### src/rtl/spatz_insn_tracker.sv
`default_nettype none
// ============================================================================
// Module   : spatz_insn_tracker
// Function : In-flight vector instruction ID allocator / retire tracker with
//            per-unit ownership, fence stalling and illegal-retire flagging.
// Revision : 1.0 - initial release
// ============================================================================
module spatz_insn_tracker #(
  parameter int NrParallelInstructions = 4,
  parameter int NrUnits                = 3,
  parameter int IdWidth                = $clog2(NrParallelInstructions),
  parameter int UnitWidth              = $clog2(NrUnits),
  localparam int CntWidth              = $clog2(NrParallelInstructions + 1)
) (
  input  logic                         clk_i,
  input  logic                         rst_i,
  input  logic                         issue_valid_i,
  output logic                         issue_ready_o,
  input  logic [UnitWidth-1:0]         issue_unit_i,
  input  logic                         issue_fence_i,
  output logic [IdWidth-1:0]           issue_id_o,
  input  logic [NrUnits-1:0]           rsp_valid_i,
  input  logic [NrUnits*IdWidth-1:0]   rsp_id_i,
  output logic [NrParallelInstructions-1:0] inflight_o,
  output logic [NrUnits-1:0]           unit_busy_o,
  output logic [CntWidth-1:0]          count_o,
  output logic                         idle_o,
  output logic                         err_o
);

  logic [NrParallelInstructions-1:0] r_valid;
  logic [UnitWidth-1:0]              r_owner [NrParallelInstructions];
  logic [CntWidth-1:0]               r_count;
  logic                              r_err;

  logic [NrParallelInstructions-1:0] w_free;
  logic [IdWidth-1:0]                w_issue_id;
  logic                              w_issue_fire;
  logic [IdWidth-1:0]                w_rsp_id [NrUnits];
  logic [NrUnits-1:0]                w_legal;
  logic [NrUnits-1:0]                w_illegal;
  logic [NrParallelInstructions-1:0] w_clr;
  logic [NrParallelInstructions-1:0] w_set;
  logic [CntWidth-1:0]               w_retire_cnt;

  assign w_free = ~r_valid;

  // Fixed-priority encoder: lowest free index wins.
  always_comb begin
    w_issue_id = '0;
    for (int i = NrParallelInstructions - 1; i >= 0; i--) begin
      if (w_free[i]) w_issue_id = IdWidth'(i);
    end
  end

  assign idle_o        = (r_count == '0);
  assign issue_ready_o = issue_valid_i && (|w_free) && (!issue_fence_i || idle_o);
  assign issue_id_o    = w_issue_id;
  assign w_issue_fire  = issue_ready_o;

  for (genvar u = 0; u < NrUnits; u++) begin : g_rsp_id
    assign w_rsp_id[u] = rsp_id_i[u*IdWidth +: IdWidth];
  end

  // A retire is legal only for an owned, valid slot that no other unit names this cycle.
  always_comb begin
    logic collide;
    w_legal      = '0;
    w_illegal    = '0;
    w_clr        = '0;
    w_retire_cnt = '0;
    for (int u = 0; u < NrUnits; u++) begin
      collide = 1'b0;
      for (int v = 0; v < NrUnits; v++) begin
        if (v != u && rsp_valid_i[v] && (w_rsp_id[v] == w_rsp_id[u])) collide = 1'b1;
      end
      if (rsp_valid_i[u]) begin
        if (!collide && (int'(w_rsp_id[u]) < NrParallelInstructions) &&
            r_valid[w_rsp_id[u]] && (r_owner[w_rsp_id[u]] == UnitWidth'(u))) begin
          w_legal[u]          = 1'b1;
          w_clr[w_rsp_id[u]]  = 1'b1;
          w_retire_cnt        = w_retire_cnt + CntWidth'(1);
        end else begin
          w_illegal[u] = 1'b1;
        end
      end
    end
  end

  always_comb begin
    w_set = '0;
    if (w_issue_fire) w_set[w_issue_id] = 1'b1;
  end

  always_ff @(posedge clk_i or posedge rst_i) begin
    if (rst_i) begin
      r_valid <= '0;
      r_count <= '0;
      r_err   <= 1'b0;
      for (int i = 0; i < NrParallelInstructions; i++) r_owner[i] <= '0;
    end else begin
      r_valid <= (r_valid & ~w_clr) | w_set;
      r_count <= r_count + CntWidth'(w_issue_fire) - w_retire_cnt;
      r_err   <= |w_illegal;
      if (w_issue_fire) r_owner[w_issue_id] <= issue_unit_i;
    end
  end

  always_comb begin
    unit_busy_o = '0;
    for (int u = 0; u < NrUnits; u++) begin
      for (int s = 0; s < NrParallelInstructions; s++) begin
        if (r_valid[s] && (r_owner[s] == UnitWidth'(u))) unit_busy_o[u] = 1'b1;
      end
    end
  end

  assign inflight_o = r_valid;
  assign count_o    = r_count;
  assign err_o      = r_err;

endmodule
`default_nettype wire
### config.mk
export PLATFORM = sky130hd
export DESIGN_NAME = spatz_insn_tracker
export DESIGN_NICKNAME = d
export VERILOG_FILES = /design/src/rtl/spatz_insn_tracker.sv
export SDC_FILE = /design/constraint.sdc
export NUM_CORES = 1
export LEC_CHECK = 0
export CORE_ASPECT_RATIO = 0.75
export CORE_MARGIN = 2
export CORE_UTILIZATION = 50
export DETAILED_ROUTE_END_ITERATION = 6
export PLACE_DENSITY_LB_ADDON = 0.1
export SETUP_SLACK_MARGIN = 0.1
export SKIP_CTS_REPAIR_TIMING = 1
export SLEW_MARGIN = 20
export SYNTH_ARGS = -nofsm -noshare
export SYNTH_HDL_FRONTEND = slang
export SYNTH_SLANG_ARGS = --single-unit
### constraint.sdc
create_clock -name clk_i -period 4.61 [get_ports clk_i]
set_input_delay 1.1525 -clock clk_i [delete_from_list [all_inputs] [get_ports clk_i]]
set_output_delay 1.1525 -clock clk_i [all_outputs]
set_load 0.005 [all_outputs]
==> impl_metrics.csv <==
group,metric,value,unit
run_status,status,"complete, no violations",
synth,synthAdderAreaFrac,6.328,%
synth,synthFlopType,"dfrtp_1",
sta,setup_tns,0,ns
layout,layout.nets,196,
worst_setup_path,cp_max_fo,3,
synth,ys_seq_elements,16,
die,start_util,51.33,%
route,wl_per_cell,15.53,um
worst_setup_path,critPathKind,"input pin to flip-flop",
route,drc,0,
power_and_ir_drop,p_seq_share,34.0,%
power_and_ir_drop,ir_worst_vdd,345.0,uV
sta,fin_crit_sh,92.87,%
worst_setup_path,critPathArrivalTime,4.51,ns
sta,setup_viol,0,
layout,seqCellArea,400.4,um^2
synth,synth_area,1305,um^2
worst_setup_path,crit_cells,15,
synth,syn_avg_cell_area,9.389,um^2
synth,synthTopCellsByArea,"dfrtp_1 (31%), mux2_2 (6.0%), xnor2_1 (6.0%)",
layout,layout-drive-gt1-share,16.18,%
layout,area_growth,30.30,%
worst_hold_path,min_path_type,"flip-flop to flip-flop",
power_and_ir_drop,pwr-share-comb,58.1,%
sta,finClkSkew,0.01827,ns
synth,syn_nets,160,
layout,final_util,66.88,%
sta,worstMarginPinSlew,0.6452,ns
placement,io_buffers,29,
worst_setup_path,worstSetupStartpointType,"input pin",
sta,hold_viol,0,
synth,synth-simple-area-share,26.27,%
power_and_ir_drop,finalPower,945.2,uW
layout,layout_commonest_cell,"clkdlybuf4s50_1",
synth,muxShareOfSynthArea,12.85,%
sta,slew_headroom,56.94,%
sta,rsz0062_at_grt,"false",
worst_hold_path,hold_path_startpoint,"r_owner[5]",
worst_setup_path,reg2reg_depth,14,
worst_setup_path,cp.buffers_inverters,3,
worst_setup_path,critPathMaxStageDelay,0.55,ns
power_and_ir_drop,p_per_area,555.9,nW/um^2
route,drt_iter0_drc,54,
synth,ys_seq_area_share,30.68,%
synth,synth_edf_count,0,
global_route,first_global_vias,1140,
synth,synth_compound_area_share,9.971,%
placement,place.gp.congestion,0.9433,
worst_setup_path,rrSetupSlack,1.12,ns
worst_setup_path,cp-end-kind,"flip-flop",
worst_setup_path,r2r-start,"inflight_o[3]",
worst_setup_path,cp_data_required_time,4.84,ns
die,core,2542,um^2
route,dr.pass1.iters,4,
power_and_ir_drop,p_int,577.0,uW
route,drt_wl_total,3245,um
cts,cts_buffers,3,
layout,multi_input_area,822.0,um^2
synth,synth_top_cell_by_area,"dfrtp_1",
cts,cts-root-buf,"clkbuf_4",
cts,htreeDepth,1,
worst_hold_path,worstHoldPathCells,1,
synth,synth.distinct_cells,45,
placement,dp_hpwl,2638,um
synth,yosysWarningCount,0,
worst_setup_path,path_cells,"clkdlybuf4s50_1 -> mux4_2 -> nand4_1 -> inv_1 -> ha_1 -> nand2_1 -> o21ai_1 -> ha_1 -> mux2i_1 -> ha_1 -> inv_1 -> fa_1 -> xor2_1 -> xnor2_1 -> xnor2_1",
global_route,grt_max_degree,17,
cts,cts.path.max_buffers,2,
cts,tritoncts,"built",
layout,mostFrequentLayoutCells,"clkdlybuf4s50_1 (29), inv_1 (16), dfrtp_1 (16), nor2_1 (9), xnor2_1 (9)",
die,fp.dieW,62.99,um
sta,finalMaxSlewViolations,0,
synth,synthCells,139,
synth,synth_top_area_share,30.68,%
route,drtAntennaViolNets,0,
worst_setup_path,crit_family,"adder cells",
worst_setup_path,reg2reg_to,"count_o[2]",
route,vias_per_cell,5.746,
global_route,grt_first_pass_wirelength,5271,um
synth,async_reset_ff_share,100.0,%
sta,finalCriticalPeriod,4.281,ns
synth,synth_top_family_by_area,"simple AND/OR/NAND/NOR gates",
power_and_ir_drop,clkPwrFrac,7.8,%
die,row_count,16,
sta,fmax,0.2336,GHz
worst_setup_path,crit_slowest_cell,"mux4_2",
layout,antenna_cells,0,
power_and_ir_drop,p_leak,0.0007089,uW
cts,cts.sinks,16,
global_route,grt_usage,23.51,%
synth,synth-xor-area-share,6.711,%
cts,clock_latency,0.29,ns
global_route,globalRouteOverflowTotal,0,
flow_run,maxCapViolations,0,
die,dieHeight,48.25,um
die,die-area,3039,um^2
route,vias,1201,
layout,fill_cells,212,
cts,path_clk_slew,0.10,ns
worst_setup_path,cp_common_cell,"ha_1",
die,io_pins,30,
sta,holdWs,0.5874,ns
power_and_ir_drop,swShare,38.96,%
power_and_ir_drop,power.switching,368.3,uW
global_route,antenna_found_initial,0,
worst_hold_path,hold_end,"r_owner[5]",
flip-flops by register name, indices dropped and copies added, names as in the netlist:
name and cells:
count_o 3, err_o 1, inflight_o 4, r_owner 8
cell families after synthesis:
family,Yosys count
AO/OA/AOI/OAI,17
flip-flops,16
buffers and inverters,22
adder cells (fa/ha/maj),6
AND/OR/NAND/NOR,56
XOR/XNOR,10
multiplexers,12
per-stage QoR:
stage,cells,setup WS [ns],area [um^2]
4_1_cts,209,0.1602,1689
5_1_grt,209,0.1168,1700
3_3_place_gp,206,0.09154,1667
2_1_floorplan,139,0.5309,1305
6_report,209,0.3288,1700
3_5_place_dp,206,-0.1524,1667
final cells by class:
cell class,count,area share (%)
clock buffer,3,1.325
timing repair buffer,37,20.60
multi-input combinational,101,48.34
tap,36,2.649
inverter,16,3.532
sequential,16,23.55
layer usage:
layer | part of all wire, % | wire length (um) | global-route usage [%] | vias up
li1 | - | - | - | 579
met1 | 45 | 1454 | 29.91 | 596
met2 | 51 | 1653 | 41.70 | 24
met3 | 3.7 | 121 | 5.543 | 2
met4 | 0.46 | 15 | 7.111 | 0
met5 | 0 | 0 | 0 | -
synthesized netlist by cell type, types with 4 or more instances:
library cell,n
ha_1,5
mux2_2,7
nand3b_1,8
nor3b_1,5
nand2_1,5
dfrtp_1,16
inv_1,16
nand3_1,4
o31ai_1,4
xnor2_1,9
nor2_1,9
how the worst max path moves through the flow:
stage           startpoint    endpoint  slack (ns)
6_report       rsp_id_i[0]  count_o[2]        0.33
5_1_grt        rsp_id_i[0]  count_o[2]        0.12
4_1_cts        rsp_id_i[0]  count_o[2]        0.16
3_5_place_dp   rsp_id_i[0]  count_o[2]       -0.15
3_3_place_gp   rsp_id_i[0]  count_o[2]        0.09
2_1_floorplan  rsp_id_i[0]  count_o[2]        0.53
worst reg2reg max path: cells and delay by family (launching register included):
kind / cells / cell delay [ns]
simple gates: 3 / 0.55
fa+ha+maj: 4 / 1.29
xor+xnor: 3 / 0.50
compound gates: 2 / 0.41
buf+inv: 1 / 0.06
flops: 1 / 0.53
mux: 1 / 0.07
power by group through the flow:
stage	logic, uW	registers [uW]	clock network, uW
floorplan	331	279	0
global placement	531	319	0
detailed placement	548	321	0
CTS	551	319	75.4
global route	605	338	83.1
finish	550	322	73.9
No activity file was read; power rests on OpenSTA's default activity.
==> edit 1: new RTL, same settings <==
The parameter `NrUnits` goes from 3 to 6.
--- a/src/rtl/spatz_insn_tracker.sv
+++ b/src/rtl/spatz_insn_tracker.sv
@@ -9,3 +9,3 @@
   parameter int NrParallelInstructions = 4,
-  parameter int NrUnits                = 3,
+  parameter int NrUnits                = 6,
   parameter int IdWidth                = $clog2(NrParallelInstructions),
Ports: changed (resized issue_unit_i, rsp_id_i, rsp_valid_i and unit_busy_o); port bits go from 30 to 43. The function was not compared with the original's and may differ.
==> edit 1 against the unedited design <==
  * Design area grew to 2.6 times the old value
  * Sequential cell count grew 4
  * Wire length rose to 3.3 times the old value
  * Largest cell class unchanged
  * Final cell count up 150%
  * Worst setup slack got worse by 0.93 ns
  * The run now ends with setup timing left
  * Power grew 110%
  * Critical path type unchanged
  * Hold slack better by 0.068 ns
  * Area after synthesis grew 120%
==> edit 1: results <==
metrics = {
    "status": {
        "outcome": "finished, violations left",
        "violations": "setup timing",
    },
    "sta": {
        "tns_ns": -0.877,
        "setup_slack_ns": -0.603,
        "setup_violations": 2,
    },
    "global_routing": {
        "grt_usage": 0.311,
        "grt_pass1_vias": 2937,
    },
    "placed_design": {
        "post-place-ws_ns": -1.23,
        "dpl.hpwl_mm": 7.89,
        "placed_area_um2": 3920,
    },
    "critical_path": {
        "rrSetupSlack_ns": -0.09,
        "r2r_cells": 21,
    },
    "synth": {
        "synth_cell_types": 76,
        "seq_area_frac_synth": 0.174,
        "synth.net_count": 361,
        "ys_top_cells_by_area": "dfrtp_1 (17%), xnor2_1 (7.3%), mux4_2 (6.3%), xor2_1 (4.3%), nand3_1 (3.7%)",
        "synthAdderAreaFrac": 0.0418,
        "yosys.area_share.xor_xnor": 0.135,
        "muxShareOfSynthArea": 0.111,
    },
    "drt": {
        "num_vias": 3306,
        "routed_via_density": 6.38,
        "firstDrtPassIters": 5,
    },
    "clock_network": {
        "cts.clk_slew.worst_paths_ns": 0.08,
        "cts_root_buffer": "clkbuf_8",
    },
    "pwr": {
        "ir_drop_mv": 0.540,
    },
}
## edit 1: cell count changes after synthesis, sizes merged, moves of 6 or more
cell,change
buf,+20
nand2,+20
nand3,+17
xnor2,+17
xor2,+13
nor3,+12
and3,+7
inv,+6
mux4,+6
o21ai,+6
## edit 1: final cells by class
| class | count | area (µm²) | area share |
|---|---|---|---|
| timing repair buffer | 138 | 1230 | 0.283 |
| sequential | 20 | 500 | 0.115 |
| inverter | 22 | 82.6 | 0.0190 |
| clock buffer | 4 | 55.1 | 0.0127 |
| tap | 75 | 93.8 | 0.0216 |
| multi-input combinational | 259 | 2380 | 0.549 |
## edit 1: worst min-delay path by stage
| stage | from | to | slack, ns | cells past startpoint |
|---|---|---|---|---|
| floorplan | r_owner[2] | r_owner[2] | 0.54 | 2 |
| global placement | r_owner[2] | r_owner[2] | 0.61 | 3 |
| detailed placement | r_owner[1] | r_owner[1] | 0.63 | 2 |
| CTS | r_owner[1] | r_owner[1] | 0.65 | 2 |
| global route | r_owner[2] | r_owner[2] | 0.70 | 3 |
| finish | r_owner[1] | r_owner[1] | 0.66 | 2 |
## edit 1: report_power, final
part,switching (mW),internal (mW)
clock,0.0594,0.0761
combinational,0.714,0.796
sequential,0.0926,0.263
## edit 1: worst max-delay path: cells and delay by family
| kind | cells | cell delay, ns |
|---|---|---|
| fa+ha+maj | 6 | 1.67 |
| simple gates | 6 | 0.99 |
| compound gates | 6 | 0.85 |
| xor+xnor | 3 | 0.43 |
| buf+inv | 2 | 0.26 |
## edit 1: metal layers
metal  track usage  routed length (µm)  up-vias
li1              -                   -     1453
met5             0                   0        -
met1         0.460                4500     1563
met4        0.0556                 289        0
met2         0.463                4770      246
met3        0.0717                1210       44
==> edit 2: new RTL, same flow settings <==
Without the edit above. The output `err_o` loses its register stage (`r_err` becomes a continuous assignment).
--- a/src/rtl/spatz_insn_tracker.sv
+++ b/src/rtl/spatz_insn_tracker.sv
@@ -98,3 +98,2 @@
       r_count <= '0;
-      r_err   <= 1'b0;
       for (int i = 0; i < NrParallelInstructions; i++) r_owner[i] <= '0;
@@ -103,3 +102,2 @@
       r_count <= r_count + CntWidth'(w_issue_fire) - w_retire_cnt;
-      r_err   <= |w_illegal;
       if (w_issue_fire) r_owner[w_issue_id] <= issue_unit_i;
@@ -107,2 +105,4 @@
   end
+
+  assign r_err = |w_illegal;
 
Behaviour: not the same (a bounded check fails within 4 cycles, from zero or initial values and one cycle with rst_i high).
==> edit 2 against the unedited design <==
  * Via count is 2.2% higher
  * Power is 0.12% lower
  * Clock skew decreased by 0.015 ns
  * Worst setup slack lost 0.086 ns
  * Design area decreased by 1.3%
  * Wire length rose by 3.9%
  * Count of clock-buffer cells in the layout increased by 1
  * Area after synthesis grew 3.2%
  * Clock power up 3.5%
  * Sequential cell count is 1 lower
  * Critical path type is now in2out
  * Largest cell class unchanged
  * Largest power group unchanged
  * Highest routed layer unchanged
==> edit 2: results <==
metrics = {
    "global_routing": {
        "grt_pass1_wl_mm": 5.96,
        "grt_max_degree": 16,
        "grt_pass1_vias": 1259,
        "antenna_found_initial": 0,
        "gr-usage-met3": 0.0670,
        "grt.met2_usage": 0.380,
        "globalRouteMet1Util": 0.336,
        "grt_usage": 0.244,
    },
    "synth": {
        "yosys_warnings": 0,
        "synth-compound-area-share": 0.141,
        "synth_cell_types": 44,
        "synth_top_cell_by_area": "dfrtp_1",
        "yosys.area_share.xor_xnor": 0.0651,
        "synth.net_count": 166,
        "ys_top_cells_by_area": "dfrtp_1 (28%), mux2_2 (6.7%), nand3b_1 (5.6%), xnor2_1 (5.2%), ha_1 (4.6%)",
        "synthAdderAreaFrac": 0.0613,
        "seq_area_frac_synth": 0.279,
        "ys_top_cells_by_count": "dfrtp_1 (15), nand3_1 (10), nand3b_1 (10), inv_1 (9)",
        "muxShareOfSynthArea": 0.108,
        "synth-async-reset-ratio": 1.00,
        "synth_ff_type": "dfrtp_1",
    },
    "layout": {
        "top_register": "r_owner",
        "layout.nets": 196,
        "layout-drive-gt1-share": 0.144,
        "diodes": 0,
        "largest_reg_flops": 8,
    },
    "critical_path": {
        "path_max_fanout": 4,
        "crit_path_max_incr_delay_ns": 0.50,
        "critPathTopFamily": "buffers and inverters",
        "worst_path_max_delay_cell": "clkdlybuf4s50_1",
    },
    "drt": {
        "firstDrtPassIters": 4,
        "num_vias": 1228,
        "routed_wirelength_mm": 3.37,
        "drt_iter0_drc": 71,
    },
    "pwr": {
        "ir_drop_mv": 0.343,
        "p_leak_nw": 0.691,
        "switchingPower_mw": 0.376,
    },
    "placed_design": {
        "dpl.hpwl_mm": 2.69,
        "gp_congestion": 0.883,
        "port_buffers": 29,
    },
    "sta": {
        "maxSlewHeadroom": 0.616,
        "finalClockSkew_ns": 0.00317,
    },
    "clock_network": {
        "cts_max_level": 1,
        "cts-buffers-inserted": 3,
        "cts.clk_slew.worst_paths_ns": 0.08,
        "clock_latency_ns": 0.29,
        "cts_root_buffer": "clkbuf_4",
        "clockBufferDepth": 2,
    },
    "status": {
        "outcome": "completed",
    },
    "hold_path": {
        "min_path_type": "reg2reg",
    },
}
-- edit 2: kinds of logic (layout without fill, tap and decap cells) --
family	after synthesis	count (layout)
AO/OA/AOI/OAI	24	24
XOR/XNOR	10	10
adder cells (fa/ha/maj)	6	6
buffers and inverters	19	48
flip-flops	15	15
multiplexers	11	11
AND/OR/NAND/NOR	60	60
-- edit 2: stage by stage --
stage | area, µm² | setup WS, ns | power [mW] | cells
4_1_cts | 1670 | 0.110 | 0.947 | 210
3_5_place_dp | 1650 | 0.0932 | 0.866 | 206
5_1_grt | 1680 | 0.184 | 1.03 | 210
2_1_floorplan | 1350 | 0.729 | 0.617 | 145
3_3_place_gp | 1650 | 0.112 | 0.851 | 206
6_report | 1680 | 0.243 | 0.944 | 210
-- edit 2: path summary, 6_finish.rpt --
| kind | startpoint | end | slack (ns) | cells past startpoint |
|---|---|---|---|---|
| hold reg to reg | r_owner[0] | r_owner[0] | 0.60 | 1 |
| setup / recovery | rsp_id_i[2] | err_o | 0.24 | 7 |
| hold / removal | r_owner[0] | r_owner[0] | 0.60 | 1 |
| min in group asynchronous | rst_i | count_o[1] | 1.21 | 2 |
| max in group asynchronous | rst_i | inflight_o[3] | 3.02 | 2 |
| setup reg to reg | inflight_o[0] | count_o[2] | 1.24 | 15 |
-- edit 2: layer usage --
metal | share of wire | routed length [µm] | vias to the layer above
met5 | 0 | 0 | -
met1 | 0.47 | 1580 | 589
met3 | 0.074 | 250 | 7
met4 | 0.0092 | 31 | 0
met2 | 0.45 | 1510 | 45
li1 | - | - | 587
-- edit 2: area by class of cell --
type	count	area [µm²]
fill	213	903
timing repair buffer	35	340
multi-input combinational	111	858
sequential	15	375
inverter	9	33.8
tap	36	45.0
clock buffer	4	26.3
-- edit 2: power groups by stage --
stage	logic (mW)	registers (mW)	clock network, mW
finish	0.555	0.313	0.0765
detailed placement	0.556	0.310	0
global placement	0.540	0.311	0
global route	0.621	0.326	0.0878
floorplan	0.356	0.262	0
CTS	0.559	0.309	0.0793
